==> src/rtl/counter_pkg.sv <==
// Shared definitions for the counter library: boundary-mode encoding and a
// constant ceil-log2 used to size the prescaler phase register.
package counter_pkg;

    typedef enum logic {
        MODE_WRAP = 1'b0,
        MODE_SAT  = 1'b1
    } mode_e;

    // Smallest width able to hold value-1; never less than 1 bit.
    function automatic int clog2(input int value);
        int result;
        result = 1;
        for (int unsigned i = 1; i < 32; i++) begin
            if ((64'd1 << i) < 64'(value)) begin
                result = int'(i) + 1;
            end
        end
        return result;
    endfunction

endpackage

==> src/rtl/tick_prescaler.sv <==
// Enable prescaler: counts enabled cycles 0..PRESCALE-1 and flags the last one.
// With PRESCALE=1 the tick is constantly high and no state is built.
module tick_prescaler
    import counter_pkg::*;
#(
    parameter int PRESCALE = 1
) (
    input  logic clk,
    input  logic nrst,
    input  logic en,
    input  logic sclr,
    output logic tick
);

    generate
        if (PRESCALE == 1) begin : g_bypass
            logic unused_inputs;
            assign unused_inputs = ^{clk, nrst, en, sclr};
            assign tick = 1'b1;
        end else begin : g_divide
            localparam int PW = clog2(PRESCALE);
            localparam logic [PW-1:0] LAST = PW'(PRESCALE - 1);
            localparam logic [PW-1:0] ONE  = PW'(1);

            logic [PW-1:0] phase;

            // Phase holds while en is low; it only restarts on tick, clear or reset.
            always_ff @(posedge clk or negedge nrst) begin
                if (!nrst) begin
                    phase <= '0;
                end else if (sclr) begin
                    phase <= '0;
                end else if (en) begin
                    phase <= tick ? '0 : phase + ONE;
                end
            end

            assign tick = (phase == LAST);
        end
    endgenerate

endmodule

==> src/rtl/updown_mod_counter.sv <==
// Up/down modulo counter with wrap or saturate boundaries, parallel load,
// synchronous clear, enable prescaler, and sticky overflow/underflow flags.
module updown_mod_counter
    import counter_pkg::*;
#(
    parameter int WIDTH    = 4,
    parameter int MODULO   = 16,
    parameter int SATURATE = 0,
    parameter int PRESCALE = 1
) (
    input  logic             clk,
    input  logic             nrst,
    input  logic             en,
    input  logic             control,
    input  logic             clr,
    input  logic             load,
    input  logic [WIDTH-1:0] load_val,
    output logic [WIDTH-1:0] count,
    output logic             at_max,
    output logic             at_min,
    output logic             wrap_p,
    output logic             ovf,
    output logic             udf
);

    // MODULO-1 is formed in int first so MODULO = 2**WIDTH yields all ones.
    localparam logic [WIDTH-1:0] MAX = WIDTH'(MODULO - 1);
    localparam logic [WIDTH-1:0] ONE = WIDTH'(1);
    localparam bit SAT_MODE = (SATURATE == int'(MODE_SAT));

    logic tick;
    logic step;

    tick_prescaler #(
        .PRESCALE(PRESCALE)
    ) u_prescaler (
        .clk  (clk),
        .nrst (nrst),
        .en   (en),
        .sclr (clr | load),
        .tick (tick)
    );

    assign step   = en & tick;
    assign at_max = (count == MAX);
    assign at_min = (count == '0);

    always_ff @(posedge clk or negedge nrst) begin
        if (!nrst) begin
            count  <= '0;
            wrap_p <= 1'b0;
            ovf    <= 1'b0;
            udf    <= 1'b0;
        end else begin
            wrap_p <= 1'b0;
            if (clr) begin
                count <= '0;
                ovf   <= 1'b0;
                udf   <= 1'b0;
            end else if (load) begin
                count <= (load_val > MAX) ? MAX : load_val;
            end else if (step) begin
                if (control) begin
                    if (!at_max) begin
                        count <= count + ONE;
                    end else begin
                        ovf <= 1'b1;
                        if (!SAT_MODE) begin
                            count  <= '0;
                            wrap_p <= 1'b1;
                        end
                    end
                end else begin
                    if (!at_min) begin
                        count <= count - ONE;
                    end else begin
                        udf <= 1'b1;
                        if (!SAT_MODE) begin
                            count  <= MAX;
                            wrap_p <= 1'b1;
                        end
                    end
                end
            end
        end
    end

endmodule

==> config.mk <==
export PLATFORM = sky130hd
export DESIGN_NAME = updown_mod_counter
export DESIGN_NICKNAME = d
export VERILOG_FILES = /design/src/rtl/counter_pkg.sv /design/src/rtl/tick_prescaler.sv /design/src/rtl/updown_mod_counter.sv
export SDC_FILE = /design/constraint.sdc
export NUM_CORES = 1
export LEC_CHECK = 0
export ABC_AREA = 1
export CORE_AREA = 2 2 39 41
export CTS_BUF_LIST = sky130_fd_sc_hd__clkbuf_8 sky130_fd_sc_hd__clkbuf_16
export DETAILED_ROUTE_END_ITERATION = 12
export DIE_AREA = 0 0 41 43
export PLACE_DENSITY = 0.71
export SKIP_CTS_REPAIR_TIMING = 1
export SYNTH_ARGS = -nofsm -noshare
export SYNTH_HDL_FRONTEND = slang
export SYNTH_SLANG_ARGS = --single-unit
==> constraint.sdc <==
create_clock -name clk -period 2.05 [get_ports clk]
set_clock_uncertainty 0.2 [all_clocks]
set_input_delay 0.41 -clock clk [delete_from_list [all_inputs] [get_ports clk]]
set_output_delay 0.41 -clock clk [all_outputs]
set_load 0.01 [all_outputs]
Yosys cells after proc, flatten, opt, wreduce, memory -nomap -nowiden --
Cells that the tools add are included.
Word-level totals: bits in registers 7, output and inout bits 9, logic and storage cells 41
Cells by class: add/subtract/negate cells 2, $lt $le $gt $ge 1, equal/unequal tests 3, mux-type cells 23, reduce and logical (&&, ||, !) cells 8
Operators with widths (number):
- $mux 4 | 7
- $mux 1 | 16
- $reduce_and 4->1 | 2
- $reduce_bool 2->1 | 4
- $add 4x1->4 const B | 1
- $eq 4x4->1 const B | 1
- $gt 4x4->1 const B | 1
- $logic_not 4->1 | 1
- $sub 4x1->4 const B | 1
- $reduce_bool 3->1 | 1
- $ne 2x1->1 const B | 1
- $ne 2x2->1 const B | 1

Depth between registers and ports, before layout --
depth after elaboration 6, gate-level depth with buffers 10

Hierarchy --
A second synthesis with hierarchy kept.
Second synthesis, totals: cells, all modules 73, area, all modules 508.0 sq um
By module, submodules not included:
- updown_mod_counter | times used 1, cells an instance 71, area an instance 496.7 sq um
- tick_prescaler | times used 1, cells an instance 2, area an instance 11.3 sq um

Worst setup path after synthesis --
OpenSTA, ideal clock, no wires.
path kind register to output, start register count[0], end output port at_min, arrival 0.967 ns, path slack 0.473 ns, stages on the path, launching flop included 5, buffers on the path 0, path through dfrtp_1 -> inv_1 -> ha_1 -> inv_1 -> nor3_2
Between the ends: cells in the longest elaborated chain, start to end 1
RTL lines:
- from (decl) | line updown_mod_counter.sv:18 | output logic [WIDTH-1:0] count,
- from (signal assigned) | line updown_mod_counter.sv:61 | count <= (load_val > MAX) ? MAX : load_val;
- from (signal assigned) | line updown_mod_counter.sv:65 | count <= count + ONE;
- from (signal assigned) | line updown_mod_counter.sv:75 | count <= count - ONE;
- $logic_not 4->1 | line updown_mod_counter.sv:46 | assign at_min = (count == '0);
- to (decl) | line updown_mod_counter.sv:20 | output logic at_min,
No other way between the ends.

Worst setup path in the final report --
start register count[3], end output port count[3]
No word-level cell between the ends.

==> flow_results.xml <==
<?xml version="1.0" encoding="UTF-8"?>
<metrics>
  <group name="run_status">
    <metric name="status" unit="">completed</metric>
  </group>
  <group name="drt">
    <metric name="drt_drc_violations_left" unit="">0</metric>
    <metric name="number_of_vias_in_the_routed_layout" unit="">530</metric>
    <metric name="antenna_violating_nets_post_route" unit="">0</metric>
    <metric name="routed_via_density" unit="">4.818</metric>
    <metric name="wire_per_inst" unit="µm">10.79</metric>
    <metric name="drt-total-wl" unit="mm">1.187</metric>
    <metric name="dr.pass1.iters" unit="">4</metric>
    <metric name="number_of_drc_markers_in_iteration_0" unit="">11</metric>
  </group>
  <group name="sta">
    <metric name="final_period_minus_worst_setup_slack" unit="ps">1888</metric>
    <metric name="finalHoldViolations" unit="">0</metric>
    <metric name="achievable-frequency" unit="MHz">529.7</metric>
    <metric name="slew_limit_headroom" unit="%">78.69</metric>
    <metric name="timing.final.crit_share" unit="%">92.08</metric>
    <metric name="tightest_slew" unit="ps">318.6</metric>
    <metric name="final.setup.tns" unit="ps">0</metric>
    <metric name="pins_over_their_slew_limit" unit="">0</metric>
    <metric name="grt_setup_unrepaired" unit="">no</metric>
    <metric name="final_critical_path_setup_slack" unit="ps">162.3</metric>
    <metric name="final-setup-viol-count" unit="">0</metric>
    <metric name="final.hold.worst_slack" unit="ps">241.2</metric>
  </group>
  <group name="synth">
    <metric name="yosysSeqAreaShare" unit="%">37.04</metric>
    <metric name="yosysUniqueCellTypes" unit="">19</metric>
    <metric name="simple_gate_portion_of_the_synthesized_area" unit="%">34.92</metric>
    <metric name="synth.top_cell.area_share" unit="%">37.04</metric>
    <metric name="yosys-mux-area-fraction" unit="%">0</metric>
    <metric name="synth-async-reset-ratio" unit="%">100.0</metric>
    <metric name="count_of_flip_flops_with_a_built_in_enable_after_synthesis" unit="">0</metric>
    <metric name="syn_avg_cell_area" unit="µm²">7.166</metric>
    <metric name="synth_adder_area_share" unit="%">5.291</metric>
    <metric name="postSynthCellCount" unit="">66</metric>
    <metric name="synth_seq_cells" unit="">7</metric>
    <metric name="postSynth.topFlopCell" unit="">sky130_fd_sc_hd__dfrtp_1</metric>
    <metric name="post_synth_instance_area" unit="µm²">473.0</metric>
    <metric name="xor_xnor_portion_of_the_synthesized_cell_area" unit="%">0</metric>
    <metric name="synth_area_leaders" unit="">sky130_fd_sc_hd__dfrtp_1 37%, sky130_fd_sc_hd__nand2_1 11%, sky130_fd_sc_hd__inv_1 8.7%, sky130_fd_sc_hd__nor2_1 5.6%, sky130_fd_sc_hd__a21oi_1 5.3%</metric>
    <metric name="synth_top_family_by_area" unit="">simple AND/OR/NAND/NOR gates</metric>
    <metric name="synth.largest_area_cell" unit="">sky130_fd_sc_hd__dfrtp_1</metric>
    <metric name="synthesis_warning_total" unit="">0</metric>
    <metric name="synth_compound_area_share" unit="%">13.23</metric>
    <metric name="syn-num-nets" unit="">78</metric>
  </group>
  <group name="power">
    <metric name="leakagePower" unit="nW">0.3982</metric>
    <metric name="irDropWorstVdd" unit="µV">452.8</metric>
    <metric name="p_total" unit="mW">0.4895</metric>
    <metric name="power-per-cell-area" unit="nW/µm²">637.1</metric>
  </group>
  <group name="cells_and_area">
    <metric name="antenna_cells_inserted" unit="">0</metric>
    <metric name="final_common_cell" unit="">sky130_fd_sc_hd__clkdlybuf4s50_1</metric>
    <metric name="post_route_cells_drive_above_1_share" unit="%">15.96</metric>
    <metric name="layout.nets" unit="">107</metric>
    <metric name="area_growth_syn_to_layout" unit="%">62.43</metric>
    <metric name="post-route-cell-area" unit="µm²">768.2</metric>
    <metric name="final_core_utilization" unit="%">55.52</metric>
    <metric name="mostFrequentLayoutCells" unit="">16 x sky130_fd_sc_hd__clkdlybuf4s50_1, 14 x sky130_fd_sc_hd__nand2_1, 12 x sky130_fd_sc_hd__inv_1</metric>
    <metric name="stdcell_count" unit="">110</metric>
  </group>
  <group name="floorplan">
    <metric name="design.portCount" unit="">19</metric>
    <metric name="rows" unit="">14</metric>
    <metric name="design.die.area" unit="µm²">1763</metric>
    <metric name="core" unit="µm²">1384</metric>
    <metric name="die_h" unit="µm">43</metric>
    <metric name="initial_core_util" unit="%">34.18</metric>
    <metric name="die_width" unit="µm">41</metric>
  </group>
  <group name="placement">
    <metric name="setup_slack_at_placement" unit="ps">57.95</metric>
    <metric name="hpwl_after_detailed_placement" unit="µm">950.1</metric>
    <metric name="numPlacedInstances" unit="">105</metric>
    <metric name="count_of_buffers_from_port_buffering" unit="">18</metric>
    <metric name="gp_congestion" unit="">0.7939</metric>
    <metric name="placed_cell_area" unit="µm²">710.7</metric>
  </group>
  <group name="min_path">
    <metric name="hold_path.class" unit="">primary input to async pin</metric>
  </group>
  <group name="global_routing">
    <metric name="global_route.overflow_total" unit="">0</metric>
    <metric name="track_usage" unit="%">17.71</metric>
    <metric name="antenna_found_initial" unit="">0</metric>
    <metric name="grt_pass1_vias" unit="">484</metric>
    <metric name="grt_max_degree" unit="">9</metric>
    <metric name="grt_first_pass_wirelength" unit="mm">1.987</metric>
  </group>
  <group name="critical_path">
    <metric name="cp_slowest_cell" unit="">sky130_fd_sc_hd__clkdlybuf4s50_1</metric>
    <metric name="critical_path.top_delay_family" unit="">buffers and inverters</metric>
    <metric name="crit_required" unit="ps">1440</metric>
    <metric name="max_stage_delay" unit="ps">590</metric>
    <metric name="endpoint_kind" unit="">output pin</metric>
    <metric name="critical_path.startpoint" unit="">count[3]</metric>
    <metric name="worstPathCellList" unit="">clkdlybuf4s50_1</metric>
    <metric name="worst-endpoint-arrival" unit="ps">1280</metric>
    <metric name="timing_worst_setup_path_type" unit="">flip-flop to output pin</metric>
    <metric name="start_kind" unit="">flip-flop</metric>
    <metric name="path_max_fanout" unit="">7</metric>
    <metric name="number_of_buffer_and_inverter_instances_along_the_worst_setup_path" unit="">1</metric>
    <metric name="crit-reg2reg-launch" unit="">count[0]</metric>
  </group>
  <group name="cts">
    <metric name="clkSlewWorstSetupHoldPaths" unit="ps">40</metric>
    <metric name="clk_latency" unit="ps">230</metric>
    <metric name="clock_path_buffers" unit="">2</metric>
    <metric name="tritoncts_num_sinks" unit="">7</metric>
    <metric name="cts.htree.levels" unit="">1</metric>
    <metric name="cts_buffers" unit="">3</metric>
    <metric name="tritoncts" unit="">yes</metric>
    <metric name="cts_root_buf" unit="">sky130_fd_sc_hd__clkbuf_8</metric>
  </group>
  <group name="run">
    <metric name="max_cap_viol_count" unit="">0</metric>
  </group>
</metrics>
## worst register-to-register path, stage by stage (launching register included)
cell and delay [ps]:
sky130_fd_sc_hd__dfrtp_1 380, sky130_fd_sc_hd__inv_1 80, sky130_fd_sc_hd__ha_1 200, sky130_fd_sc_hd__inv_1 80, sky130_fd_sc_hd__nor3_2 50, sky130_fd_sc_hd__buf_4 140, sky130_fd_sc_hd__nor2_1 80, sky130_fd_sc_hd__nand2_1 60
sky130_fd_sc_hd__nand2_1 60, sky130_fd_sc_hd__nand2_1 40, sky130_fd_sc_hd__nand2_1 60, sky130_fd_sc_hd__nand2_1 40
## power breakdown
part / internal, mW / switching [mW] / leakage (nW)
logic: 0.0738 / 0.0651 / 0.278
clock network: 0.130 / 0.0611 / 0.0269
registers: 0.148 / 0.0121 / 0.0930
total: 0.351 / 0.138 / 0.398
## path summary, 6_finish.rpt
path / endpoint / slack (ps) / cells after the start
max: count[3] / 160 / 1
min: count[2] / 240 / 1
max reg2reg: count[3] / 480 / 11
min reg2reg: ovf / 320 / 2
max in group asynchronous: udf / 1170 / 1
min in group clk: ovf / 320 / 2
## logic make-up after synthesis
family | after synthesis
AO/OA/AOI/OAI | 11
adder cells (fa/ha/maj) | 2
AND/OR/NAND/NOR | 34
flip-flops | 7
buffers and inverters | 12
## final cells by class
cell class | count | area, µm²
fillers | 141 | 615.6
well taps | 16 | 20.02
inverters | 12 | 45.04
multi-input cells | 47 | 252.7
clock inverters | 1 | 3.754
flip-flops and latches | 7 | 175.2
clock buffers | 3 | 41.29
repair buffers | 24 | 230.2
## cell usage after synthesis (2+ instances only)
cell type / instances
sky130_fd_sc_hd__o21ai_0: 2
sky130_fd_sc_hd__nor2_1: 7
sky130_fd_sc_hd__ha_1: 2
sky130_fd_sc_hd__inv_1: 11
sky130_fd_sc_hd__a21oi_1: 5
sky130_fd_sc_hd__nand2_1: 14
sky130_fd_sc_hd__nand4_1: 3
sky130_fd_sc_hd__dfrtp_1: 7
sky130_fd_sc_hd__nand3_1: 5
## state kept, by name, indices dropped and copies added (netlist names)
register and count:
count 4, ovf 1, udf 1, wrap_p 1
## metal layers
layer | wire length [µm] | track usage, % | up-vias | share of wire, %
met5 | 0 | 0 | - | 0
met3 | 61 | 4.712 | 4 | 5.1
met4 | 41 | 16.00 | 0 | 3.5
li1 | - | - | 271 | -
met2 | 576 | 24.06 | 17 | 49
met1 | 508 | 21.36 | 238 | 43
Power figures use the tool's default switching activity.
==> RTL edit (config.mk and constraints unchanged) <==
Put one more register stage on the output `count`. The value now appears one clock later. The other outputs are not delayed to match.
--- a/src/rtl/updown_mod_counter.sv
+++ b/src/rtl/updown_mod_counter.sv
@@ -28,6 +28,8 @@
     localparam logic [WIDTH-1:0] ONE = WIDTH'(1);
     localparam bit SAT_MODE = (SATURATE == int'(MODE_SAT));
 
+    logic [WIDTH-1:0] count_s0;
+
     logic tick;
     logic step;
 
@@ -42,41 +44,41 @@
     );
 
     assign step   = en & tick;
-    assign at_max = (count == MAX);
-    assign at_min = (count == '0);
+    assign at_max = (count_s0 == MAX);
+    assign at_min = (count_s0 == '0);
 
     always_ff @(posedge clk or negedge nrst) begin
         if (!nrst) begin
-            count  <= '0;
+            count_s0 <= '0;
             wrap_p <= 1'b0;
             ovf    <= 1'b0;
             udf    <= 1'b0;
         end else begin
             wrap_p <= 1'b0;
             if (clr) begin
-                count <= '0;
+                count_s0 <= '0;
                 ovf   <= 1'b0;
                 udf   <= 1'b0;
             end else if (load) begin
-                count <= (load_val > MAX) ? MAX : load_val;
+                count_s0 <= (load_val > MAX) ? MAX : load_val;
             end else if (step) begin
                 if (control) begin
                     if (!at_max) begin
-                        count <= count + ONE;
+                        count_s0 <= count_s0 + ONE;
                     end else begin
                         ovf <= 1'b1;
                         if (!SAT_MODE) begin
-                            count  <= '0;
+                            count_s0 <= '0;
                             wrap_p <= 1'b1;
                         end
                     end
                 end else begin
                     if (!at_min) begin
-                        count <= count - ONE;
+                        count_s0 <= count_s0 - ONE;
                     end else begin
                         udf <= 1'b1;
                         if (!SAT_MODE) begin
-                            count  <= MAX;
+                            count_s0 <= MAX;
                             wrap_p <= 1'b1;
                         end
                     end
@@ -85,5 +87,9 @@
         end
     end
 
+    always_ff @(posedge clk) begin
+        count <= count_s0;
+    end
+
 endmodule
 
Check against the original RTL: not equivalent (Yosys sat finds a counterexample within 4 cycles, from zero or initial values and one cycle with nrst low).
==> RTL edit against the unedited design <==
First-iteration DRC count up 27%; design area up 11%; global-route usage down 0.077 points; synthesized area up 19%; sequential cell count up 4; power up 22%; clock power up 13%; die area unchanged; synthesized cell count up 11%; worst setup slack worse by 0.057 ns; worst hold slack worse by 0.0013 ns; via count up 2.8%; routed wire length up 9.9%; critical path type unchanged; highest routed layer unchanged.
==> RTL edit: results <==
[cts]
htree_levels = 1
clock_latency_ns = 0.24
cts-root-buf = clkbuf_8
clk_path_buf_depth = 2
cts-buffers-inserted = 3
clk_pin_slew_ns = 0.05

[hold_path]
hp-class = input pin to asynchronous set/reset pin

[synth]
syn-num-nets = 85
ys_types = 19
netlist_top_cells_count = nand2_1 (16), inv_1 (13), dfrtp_1 (7)
synthTopCellsByArea = dfrtp_1 (31%), dfxtp_1 (14%), nand2_1 (11%)
synth_cells = 73
ys.flop_type = dfrtp_1
ys_seq_area_share_pct = 45.23
ys.warnings.count = 0
async_flop_share_pct = 63.64

[place]
hpwl_um = 981.4
gp_congestion = 0.7788
dp.cells = 112
dpl_cell_area_sq_um = 802.0
port-buffer-count = 18
place_ws_ns = 0.06301

[detailed_routing]
via_per_inst = 4.658
routedWlPerCell_um = 11.15
drt_iter0_markers = 14
drtPass1Iterations = 4

[layout]
reg.largest.list = count (4), count_s0 (4)
multi_input_area_sq_um = 255.2
drive_gt1_share_pct = 16.83
n_antenna_cell = 0
fill_cells = 132
final_cell_count_no_fill = 117

[worst_setup_path]
cp.required_ns = 1.44
cp_max_fo = 3

[pwr]
p_sw_uw = 160.3
vdd_drop_max_uv = 381.8
leakage_nw = 0.4298

[timing]
relSlewSlack_pct = 76.42

[global_route]
antenna_found_initial = 0
grt_max_degree = 9
grt_pass1_vias = 475
grt_usage_pct = 17.63
grt_pass1_wl_mm = 2.001

[outcome]
outcome = complete, no violations

[job]
maxCapViolations = 0
RTL edit: cell types whose count changed in the layout (fill, tap and decap cells not counted), sizes merged, moves of 2 or more:
cell	delta
nor2	-5
dfxtp	+4
inv	+3
o21ai	+3
nand2	+2
RTL edit: layout make-up:
cell class	instances	area share (%)
clock buffer	3	4.832
sequential	11	29.87
tap	16	2.343
inverter	15	6.589
clock inverter	1	0.4392
timing repair buffer	24	26.06
multi-input combinational	47	29.87
RTL edit: cell families after synthesis:
group | share of synthesized area [%]
AOI/OAI and AO/OA | 13.97
adders and majority gates | 4.434
buffers and inverters | 9.979
DFF | 45.23
and+or+nand+nor | 26.39
RTL edit: layer usage:
layer	track usage, %	share of wire [%]	up-vias
met4	12.00	2.5	0
met1	21.52	44	236
met3	4.712	4.0	4
met5	0	0	-
li1	-	-	289
met2	25.62	49	16
RTL edit: worst max-delay path: stages (launching register included):
cell and delay, ns:
dfrtp_1 0.38, buf_4 0.14, inv_1 0.06, ha_1 0.14
inv_1 0.06, nor3_2 0.13, clkbuf_2 0.16
RTL edit: power groups by stage:
stage / clock [mW] / combinational, mW / sequential [mW]
floorplan: 0 / 0.0557 / 0.252
global placement: 0 / 0.135 / 0.246
detailed placement: 0 / 0.136 / 0.247
CTS: 0.220 / 0.137 / 0.243
global route: 0.232 / 0.152 / 0.244
finish: 0.216 / 0.137 / 0.242
RTL edit: worst paths after layout:
check,from,endpoint,slack (ns),cells past startpoint
setup reg to reg,count_s0[0],count_s0[3],0.43,12
hold reg to reg,udf,udf,0.32,2
min in group clk,udf,udf,0.32,2
max in group asynchronous,nrst,udf,1.15,1
setup / recovery,count_s0[0],at_min,0.11,6
hold / removal,nrst,count_s0[0],0.24,1
